**config.mk**
```make
export PLATFORM = sky130hd
export DESIGN_NAME = lpm_mac_pipe
export DESIGN_NICKNAME = d
export VERILOG_FILES = /design/src/rtl/lpm_mac_pipe.sv
export SDC_FILE = /design/constraint.sdc
export NUM_CORES = 1
export LEC_CHECK = 0
export BUFFER_PORTS_ARGS = -buffer_cell sky130_fd_sc_hd__buf_2
export CAP_MARGIN = 20
export CORE_AREA = 5 5 176 348
export DETAILED_ROUTE_END_ITERATION = 8
export DIE_AREA = 0 0 181 353
export PLACE_DENSITY_LB_ADDON = 0.05
export SYNTH_ARGS = -nofsm -noshare
export SYNTH_HDL_FRONTEND = slang
export SYNTH_SLANG_ARGS = --single-unit
```
**constraint.sdc**
```tcl
create_clock -name clock -period 9 [get_ports clock]
set_input_delay 0.9 -clock clock [delete_from_list [all_inputs] [get_ports clock]]
set_output_delay 0.9 -clock clock [all_outputs]
set_load 0.02 [all_outputs]
```
**src/rtl/lpm_mac_pipe.sv**
```systemverilog
// lpm_mac_pipe: pipelined multiply-accumulate, result = dataa*datab + addend.
// The addend is either the sum input or the previous result (running accumulation).
// It has a valid/ready handshake with full backpressure and signed/unsigned operands.
// It also has an overflow flag and optional saturation.
//
// Ports:
//   clock      rising-edge clock
//   sclr       synchronous active-high reset; has priority over every other input
//   in_valid   dataa/datab/sum/acc valid this cycle
//   in_ready   block accepts input this cycle (combinational)
//   dataa      multiplicand, lpm_widtha bits
//   datab      multiplier, lpm_widthb bits
//   sum        addend when acc=0, lpm_widths bits
//   acc        1: addend = previous result; 0: addend = sum
//   out_valid  result valid
//   out_ready  downstream accepts result
//   result     dataa*datab + addend, wrapped or saturated to lpm_widthp bits
//   overflow   exact result did not fit lpm_widthp (qualified by out_valid)
module lpm_mac_pipe #(
    parameter int unsigned lpm_widtha   = 16,
    parameter int unsigned lpm_widthb   = 16,
    parameter int unsigned lpm_widths   = 32,
    parameter int unsigned lpm_widthp   = 32,
    parameter int unsigned lpm_pipeline = 3,
    parameter int unsigned lpm_signed   = 1,
    parameter int unsigned lpm_saturate = 0
) (
    input  logic                  clock,
    input  logic                  sclr,
    input  logic                  in_valid,
    output logic                  in_ready,
    input  logic [lpm_widtha-1:0] dataa,
    input  logic [lpm_widthb-1:0] datab,
    input  logic [lpm_widths-1:0] sum,
    input  logic                  acc,
    output logic                  out_valid,
    input  logic                  out_ready,
    output logic [lpm_widthp-1:0] result,
    output logic                  overflow
);

    localparam int unsigned PW  = lpm_widtha + lpm_widthb;
    // Wide enough that product + addend can never wrap, so overflow is exact.
    localparam int unsigned FW  = lpm_widthp + PW + lpm_widths + 1;
    localparam bit          Sgn = (lpm_signed != 0);
    localparam bit          Sat = (lpm_saturate != 0);

    localparam logic [lpm_widthp-1:0] SMin = lpm_widthp'(1) << (lpm_widthp - 1);
    localparam logic [lpm_widthp-1:0] SMax = ~SMin;

    logic advance;
    assign advance  = !out_valid | out_ready;
    assign in_ready = advance;

    // Both operands are extended to the full product width first, so a plain
    // truncating multiply gives the exact two's-complement or unsigned product.
    function automatic logic [PW-1:0] mul(input logic [lpm_widtha-1:0] a,
                                          input logic [lpm_widthb-1:0] b);
        logic [PW-1:0] ea;
        logic [PW-1:0] eb;
        ea = {{lpm_widthb{Sgn & a[lpm_widtha-1]}}, a};
        eb = {{lpm_widtha{Sgn & b[lpm_widthb-1]}}, b};
        return ea * eb;
    endfunction

    // Item feeding the output register this cycle.
    logic                  f_valid;
    logic [PW-1:0]         f_prod;
    logic [lpm_widths-1:0] f_sum;
    logic                  f_acc;

    if (lpm_pipeline == 1) begin : g_comb
        assign f_valid = in_valid;
        assign f_prod  = mul(dataa, datab);
        assign f_sum   = sum;
        assign f_acc   = acc;
    end else begin : g_pipe
        localparam int unsigned NS = lpm_pipeline - 1;

        logic [NS-1:0]         vld_q;
        logic [NS-1:0]         acc_q;
        logic [PW-1:0]         prod_q [NS];
        logic [lpm_widths-1:0] sum_q  [NS];

        always_ff @(posedge clock) begin
            if (sclr) begin
                vld_q <= '0;
            end else if (advance) begin
                vld_q[0] <= in_valid;
                for (int i = 1; i < NS; i++) vld_q[i] <= vld_q[i-1];
            end
        end

        // Payload is only meaningful alongside vld_q, so it needs no reset.
        always_ff @(posedge clock) begin
            if (advance) begin
                prod_q[0] <= mul(dataa, datab);
                sum_q[0]  <= sum;
                acc_q[0]  <= acc;
                for (int i = 1; i < NS; i++) begin
                    prod_q[i] <= prod_q[i-1];
                    sum_q[i]  <= sum_q[i-1];
                    acc_q[i]  <= acc_q[i-1];
                end
            end
        end

        assign f_valid = vld_q[NS-1];
        assign f_prod  = prod_q[NS-1];
        assign f_sum   = sum_q[NS-1];
        assign f_acc   = acc_q[NS-1];
    end

    logic                  out_valid_q;
    logic [lpm_widthp-1:0] result_q;
    logic                  overflow_q;

    logic [FW-1:0]         prod_x;
    logic [FW-1:0]         add_x;
    logic [FW-1:0]         full;
    logic                  ovf_d;
    logic [lpm_widthp-1:0] res_d;

    always_comb begin
        prod_x = {{(FW - PW){Sgn & f_prod[PW-1]}}, f_prod};
        // The addend is read from result_q as the item enters the output register,
        // so back-to-back accumulate items chain without a hazard.
        if (f_acc) begin
            add_x = {{(FW - lpm_widthp){Sgn & result_q[lpm_widthp-1]}}, result_q};
        end else begin
            add_x = {{(FW - lpm_widths){Sgn & f_sum[lpm_widths-1]}}, f_sum};
        end
        full = prod_x + add_x;

        // Signed: in range iff every bit from the result sign bit upwards agrees.
        if (Sgn) begin
            ovf_d = !((&full[FW-1:lpm_widthp-1]) | ~(|full[FW-1:lpm_widthp-1]));
        end else begin
            ovf_d = |full[FW-1:lpm_widthp];
        end

        if (ovf_d && Sat) begin
            res_d = Sgn ? (full[FW-1] ? SMin : SMax) : '1;
        end else begin
            res_d = full[lpm_widthp-1:0];
        end
    end

    always_ff @(posedge clock) begin
        if (sclr) begin
            out_valid_q <= 1'b0;
            result_q    <= '0;
            overflow_q  <= 1'b0;
        end else if (advance) begin
            out_valid_q <= f_valid;
            // Bubbles leave the accumulator untouched.
            if (f_valid) begin
                result_q   <= res_d;
                overflow_q <= ovf_d;
            end
        end
    end

    assign out_valid = out_valid_q;
    assign result    = result_q;
    assign overflow  = overflow_q;

endmodule

```
==> impl_metrics.ini, run 1 <==
[status]
outcome = finished clean

[synth]
yosysSeqAreaShare_pct = 26.78
ys_seq_elements = 166
synth-edff-count = 130
syn_area_per_cell_um2 = 10.23
synth-async-reset-ratio_pct = 0
syn_nets = 2136
netlist_instances = 1688
synth_warnings = 0
syn_area_um2 = 17270
yosysUniqueCellTypes = 63
synth-main-ff-cell = edfxtp_1

[clock_network]
post_cts_buffers = 0
cts_hold_buf = 0
htreeDepth = 4
cts.clk_slew.worst_paths_ns = 0.05
clk_latency_ns = 0.50
root_buffer = clkbuf_16
cts_made_buffers = 25
cts_tree = yes
cts_sinks = 166
clockBufferDepth = 3
post_cts_resize_count = 0

[floorplanning]
initial_core_util_pct = 29.76
placementRows = 125
die_w_um = 181
die_area_um2 = 63890
die_y_um = 353
pin_count = 104
core_region_area_um2 = 58020

[routing]
drt_iter0_drc = 408
vias = 11440
drt-total-wl_um = 45780
ant_nets = 0
post_drt_wl_per_cell_um = 18.04
first_pass_iters = 6
post-route-drc-count = 0
vias_per_cell = 4.509

[timing]
period_needed_ns = 6.578
slew_headroom_pct = 44.47
rsz0062_at_grt = no
worstMarginPinSlew_ns = 0.8330
final-max-slew-violation-count = 0
final-setup-viol-count = 0
post-route-period-util_pct = 73.09
hold_viol = 0
postLayoutSetupSlackWorst_ns = 2.422
max_freq_mhz = 152.0
finalSetupTns_ns = 0
clock_skew_ns = 0.02074

[min_path]
min_path_cells = 0
hold_class = flip-flop to flip-flop

[finish]
multi_input_area_um2 = 11110
area_delta_synth_final_pct = 11.52
diodes = 0
layout.nets = 2218
area.sequential_um2 = 4624
fillCellCount = 6004
drive_gt1_share_pct = 10.75

[global_route]
track_usage_pct = 14.76
grt_pass1_vias = 13290
overflow = 0
grt_pass1_wl_um = 73860
grt_start_max_net_pins = 67
antenna_found_initial = 1

[setup_path]
arrival_ns = 6.81
worst-path-max-fanout = 16
cp-end-kind = flip-flop
crit_required_ns = 9.24
critPathLaunchType = primary input
r2r_cells = 17
crit_type = primary input to flip-flop

[place]
place_congestion = 0.8227
hpwl_um = 37630
port_buffers = 103
dpl_worst_slack_ns = 1.864

[job]
maxCapViolations = 0
[routing by layer]
| metal | global-route usage, % | part of all wire (%) |
|---|---|---|
| met5 | 0 | 0 |
| met2 | 29.17 | 57 |
| met4 | 4.387 | 2.1 |
| met3 | 1.648 | 2.8 |
| met1 | 16.30 | 38 |
[stage by stage]
stage	utilization (%)	hold slack (ns)	area, um^2	instances
floorplan	-	0.4003	17270	1688
global placement	32.02	0.4039	18580	2505
detailed placement	32.02	0.4045	18580	2505
CTS	33.19	0.4179	19260	2538
global route	33.19	0.4249	19260	2538
finish	33.19	0.4162	19260	2538
[cell usage in the layout (no fill, tap or decap), types with 3 or more instances in the layout]
cell type / netlist / final
mux2_2: 30 / 30
dfxtp_1: 36 / 36
a21oi_1: 81 / 81
o21ai_1: 4 / 4
and2_1: 123 / 123
a211oi_1: 7 / 7
a21o_1: 34 / 34
o21ai_2: 5 / 5
nor2b_1: 10 / 10
nand4_1: 11 / 11
nand2b_1: 9 / 9
nand2_1: 195 / 195
nor3_1: 8 / 8
o21ai_0: 23 / 23
xnor2_1: 43 / 43
o21a_1: 6 / 6
o21bai_1: 9 / 9
nand3_1: 14 / 14
buf_4: 0 / 5
clkinv_2: 0 / 3
a211oi_2: 4 / 4
fa_1: 265 / 265
nor2_1: 41 / 41
and3_1: 9 / 9
xor2_1: 15 / 15
ha_1: 114 / 114
inv_1: 355 / 354
or3_1: 5 / 5
a31oi_1: 6 / 6
buf_2: 0 / 103
clkbuf_16: 0 / 25
a21oi_2: 3 / 3
mux2i_1: 4 / 4
edfxtp_1: 130 / 130
[synthesized netlist by cell type (2+ instances only)]
cell | n | area share, %
dfxtp_1 | 36 | 4.2
a31oi_1 | 6 | 0.22
nor2b_1 | 10 | 0.36
o21bai_1 | 9 | 0.39
a211o_1 | 2 | 0.10
a21oi_1 | 81 | 2.3
nand3_1 | 14 | 0.41
and4_1 | 2 | 0.10
inv_1 | 355 | 7.7
nand4_1 | 11 | 0.40
mux2i_1 | 4 | 0.23
edfxtp_1 | 130 | 23
and2_1 | 123 | 4.5
nand2b_1 | 9 | 0.33
a211oi_1 | 7 | 0.30
ha_1 | 114 | 8.3
fa_1 | 265 | 31
xor2_1 | 15 | 0.76
o211ai_2 | 2 | 0.14
a21oi_2 | 3 | 0.15
a211oi_2 | 4 | 0.29
and3_1 | 9 | 0.33
o21ai_1 | 4 | 0.12
o311ai_0 | 2 | 0.10
or3_1 | 5 | 0.18
nor3_1 | 8 | 0.23
o21ai_0 | 23 | 0.67
nor2_1 | 41 | 0.89
a21o_1 | 34 | 1.5
xnor2_1 | 43 | 2.2
buf_1 | 3 | 0.065
mux2_2 | 30 | 2.0
nand2_1 | 195 | 4.2
o211ai_1 | 2 | 0.087
o21ai_2 | 5 | 0.25
clkbuf_1 | 50 | 1.1
o21a_1 | 6 | 0.26
[registers in the layout, summed over array words and instances (netlist names)]
register / cells
overflow: 1
g_pipe.sum_q: 64
out_valid: 1
g_pipe.acc_q: 2
g_pipe.prod_q: 64
result: 32
g_pipe.vld_q: 2
[area by class of cell]
class / instances / area share [%]
clock inverter: 6 / 0.1754
inverter: 356 / 6.965
multi-input combinational: 1113 / 57.69
timing repair buffer: 108 / 2.872
sequential: 166 / 24.01
tap: 762 / 4.951
clock buffer: 27 / 3.339
[worst max-delay path, stage by stage]
cell and delay, ns:
buf_2 0.25, and2_1 0.25, fa_1 0.53, inv_1 0.06, fa_1 0.50, fa_1 0.52
inv_1 0.05, fa_1 0.46, fa_1 0.54, inv_1 0.05, fa_1 0.52, inv_1 0.04
ha_1 0.36, nand4_1 0.17, o32ai_1 0.10, a311o_1 0.39, o21ai_2 0.19, a31o_4 0.20
o21ai_2 0.07, a21o_4 0.24, a21oi_1 0.14, nor2b_1 0.06, o31a_1 0.23
[logic make-up (layout without fill, tap and decap cells)]
group           count (synthesis)  in the layout  synth area share [%]
flops                         166            166                 26.78
simple gates                  432            432                 12.14
fa+ha+maj                     379            379                 38.98
xor+xnor                       58             58                 2.942
mux                            34             34                 2.188
compound gates                210            210                 8.086
buf+inv                       409            497                 8.890
[path summary, 6_finish.rpt]
path / slack (ns) / end / startpoint
worst max-delay path: 2.42 / g_pipe.prod_q[0][27]$_DFFE_PN_ / dataa[6]
worst max register to register: 3.82 / overflow$_SDFFE_PP0P_ / g_pipe.acc_q[1]$_DFFE_PN_
worst min-delay path: 0.42 / g_pipe.prod_q[0][43]$_DFFE_PN_ / g_pipe.prod_q[0][11]$_DFFE_PN_
worst min register to register: 0.42 / g_pipe.prod_q[0][43]$_DFFE_PN_ / g_pipe.prod_q[0][11]$_DFFE_PN_
Power of run 1 is left out: the tool's default activity adds up to more than one toggle a clock period on the data nets, which glitch-free logic cannot reach.
==> run 2, diff against run 1 <==
Settings changed: ABC_AREA from default to 1, CORE_AREA 5 5 176 348 to 5 5 181 357, DIE_AREA 0 0 181 353 to 0 0 186 362.
Clock period 9 ns to 5.4 ns, I/O delays scaled along.
==> impl_metrics.ini, run 2 <==
[floorplanning]
placementRows = 129
die_y_um = 362
die_w_um = 186
initial_core_util_pct = 29.52
pin_count = 104
die_area_um2 = 67330
core_region_area_um2 = 61660

[synth]
synth-main-ff-cell = edfxtp_1
syn_nets = 2588
synth_area_leader_cell = fa_1
netlist_instances = 2140
syn_area_um2 = 18200
synth-edff-count = 130
synth-async-reset-ratio_pct = 0
ys_top_cells_by_area = fa_1, edfxtp_1, inv_1, nand2_1, ha_1
synth_warnings = 0
yosysSeqAreaShare_pct = 25.41
ys_seq_elements = 166
syn_area_per_cell_um2 = 8.505
yosysMostFrequentCell = inv_1
synth_top_area_share_pct = 29.15
synthTopCellsByCount = inv_1, nand2_1, fa_1
yosysUniqueCellTypes = 44

[clock_network]
cts.clk_slew.worst_paths_ns = 0.07
cts_sinks = 166
clockBufferDepth = 3
cts_tree = yes
htreeDepth = 4
clk_latency_ns = 0.49
cts_made_buffers = 25
root_buffer = clkbuf_16
cts_hold_buf = 0

[routing]
post-route-drc-count = 0
post_drt_wl_per_cell_um = 16.48
drt_iter0_drc = 426
ant_nets = 0
first_pass_iters = 7
vias = 13790
drt-total-wl_um = 52440
vias_per_cell = 4.332

[timing]
slew_headroom_pct = 44.02
final-max-slew-violation-count = 0
postLayoutSetupSlackWorst_ns = 0.09658
clock_skew_ns = 0.01981
period_needed_ns = 5.303
max_freq_mhz = 188.6
rsz0062_at_grt = yes
final-setup-viol-count = 0
post-route-period-util_pct = 98.21
worstMarginPinSlew_ns = 0.8396
hold_viol = 0

[place]
port_buffers = 103
dpl_worst_slack_ns = -0.8120
hpwl_um = 45690
place_congestion = 0.8508

[global_route]
track_usage_pct = 16.02
grt_pass1_vias = 15580
grt_busiest_layer = met2
grt_start_max_net_pins = 70
met2_usage_pct = 33.00
grt_use_met3_pct = 1.385
overflow = 0
antenna_found_initial = 5
grt_pass1_wl_um = 83110
met1_usage_pct = 15.96

[setup_path]
worst-path-max-fanout = 7
cp-end-kind = flip-flop
rrSetupSlack_ns = 1.92
crit_type = primary input to flip-flop
r2r_cells = 17
arrival_ns = 5.53
crit_required_ns = 5.63
critPathLaunchType = primary input

[job]
maxCapViolations = 0

[finish]
drive_gt1_share_pct = 21.09
layout_commonest_cell = inv_1
post-route-util_pct = 36.60
layout.nets = 2839
area_delta_synth_final_pct = 23.99
fillCellCount = 6461
layout_common_cells = inv_1, nand2_1, fa_1

[status]
outcome = finished clean

[min_path]
hold_class = primary input to flip-flop
min_path_cells = 1
run 2: cell types whose count changed after synthesis, sizes merged, moves of 10 or more:
cell | previous run | this run
nand3 | 14 | 44
nor2 | 41 | 121
xor2 | 15 | 35
xnor2 | 43 | 18
nand2 | 195 | 466
nor2b | 10 | 0
clkbuf | 50 | 67
a21oi | 84 | 118
inv | 355 | 599
mux2 | 30 | 6
o21ai | 32 | 53
a21o | 35 | 7
and2 | 124 | 1
run 2: final cells by class:
class / count / area (um^2) / share of cell area (%)
multi-input cells: 1303 / 11700 / 51.84
flip-flops and latches: 166 / 4624 / 20.49
repair buffers: 296 / 2285 / 10.12
inverters: 599 / 2261 / 10.02
well taps: 786 / 983.4 / 4.358
clock buffers: 27 / 643.1 / 2.850
clock inverters: 4 / 68.82 / 0.3050
diodes: 1 / 2.502 / 0.01109
run 2: timing repair:
action / in CTS / in global routing
pin swaps: 10 / 62
endpoints found under the setup margin: 10 / 14
resized for setup: 30 / 115
gates cloned: 0 / 1
buffers inserted: 1 / 11
run 2: kinds of logic after synthesis:
| family | after synthesis | share of synthesized area (%) |
|---|---|---|
| AO/OA/AOI/OAI | 201 | 6.125 |
| adder cells (fa/ha/maj) | 379 | 36.99 |
| XOR/XNOR | 53 | 2.551 |
| buffers and inverters | 671 | 13.85 |
| AND/OR/NAND/NOR | 664 | 14.71 |
| multiplexers | 6 | 0.3712 |
| flip-flops | 166 | 25.41 |
run 2: final timing paths:
path                                                  endpoint                      startpoint
worst max-delay path            g_pipe.prod_q[0][31]$_DFFE_PN_                        datab[4]
worst min-delay path              g_pipe.sum_q[0][4]$_DFFE_PN_                          sum[4]
worst max register to register           overflow$_SDFFE_PP0P_       g_pipe.acc_q[1]$_DFFE_PN_
worst min register to register  g_pipe.prod_q[0][59]$_DFFE_PN_  g_pipe.prod_q[0][27]$_DFFE_PN_
run 2: worst max-delay path, stage by stage:
cell,delay [ns]
buf_12,0.12
buf_12,0.13
nand2_1,0.08
buf_4,0.13
inv_1,0.05
fa_1,0.52
inv_1,0.05
fa_1,0.49
inv_1,0.05
fa_2,0.53
fa_1,0.44
fa_1,0.49
inv_1,0.05
fa_1,0.52
inv_1,0.06
ha_4,0.31
nand2_2,0.10
nor3_4,0.23
nand4_1,0.17
nand3_4,0.13
nand2_2,0.06
nand2_2,0.09
nand2_2,0.08
nand2_2,0.06
xor2_1,0.06
run 2: per-layer routing:
metal  share of wire (%)  vias to the layer above
met4                 4.0                        0
li1                    -                     6842
met3                 2.6                       77
met2                  59                      230
met1                  34                     6637
met5                   0                        -
run 2: per-stage QoR:
| step | hold WS (ns) | instances | setup TNS, ns | instance area [um^2] |
|---|---|---|---|---|
| 2_1_floorplan | 0.4003 | 2140 | -0.4505 | 18860 |
| 3_3_place_gp | 0.4033 | 3137 | -10.44 | 21250 |
| 3_5_place_dp | 0.4045 | 3137 | -11.30 | 21250 |
| 4_1_cts | 0.1812 | 3169 | 0 | 22050 |
| 5_1_grt | 0.1912 | 3181 | -0.4656 | 22560 |
| 6_report | 0.2173 | 3182 | 0 | 22570 |
Power of run 2 is left out for the same reason.
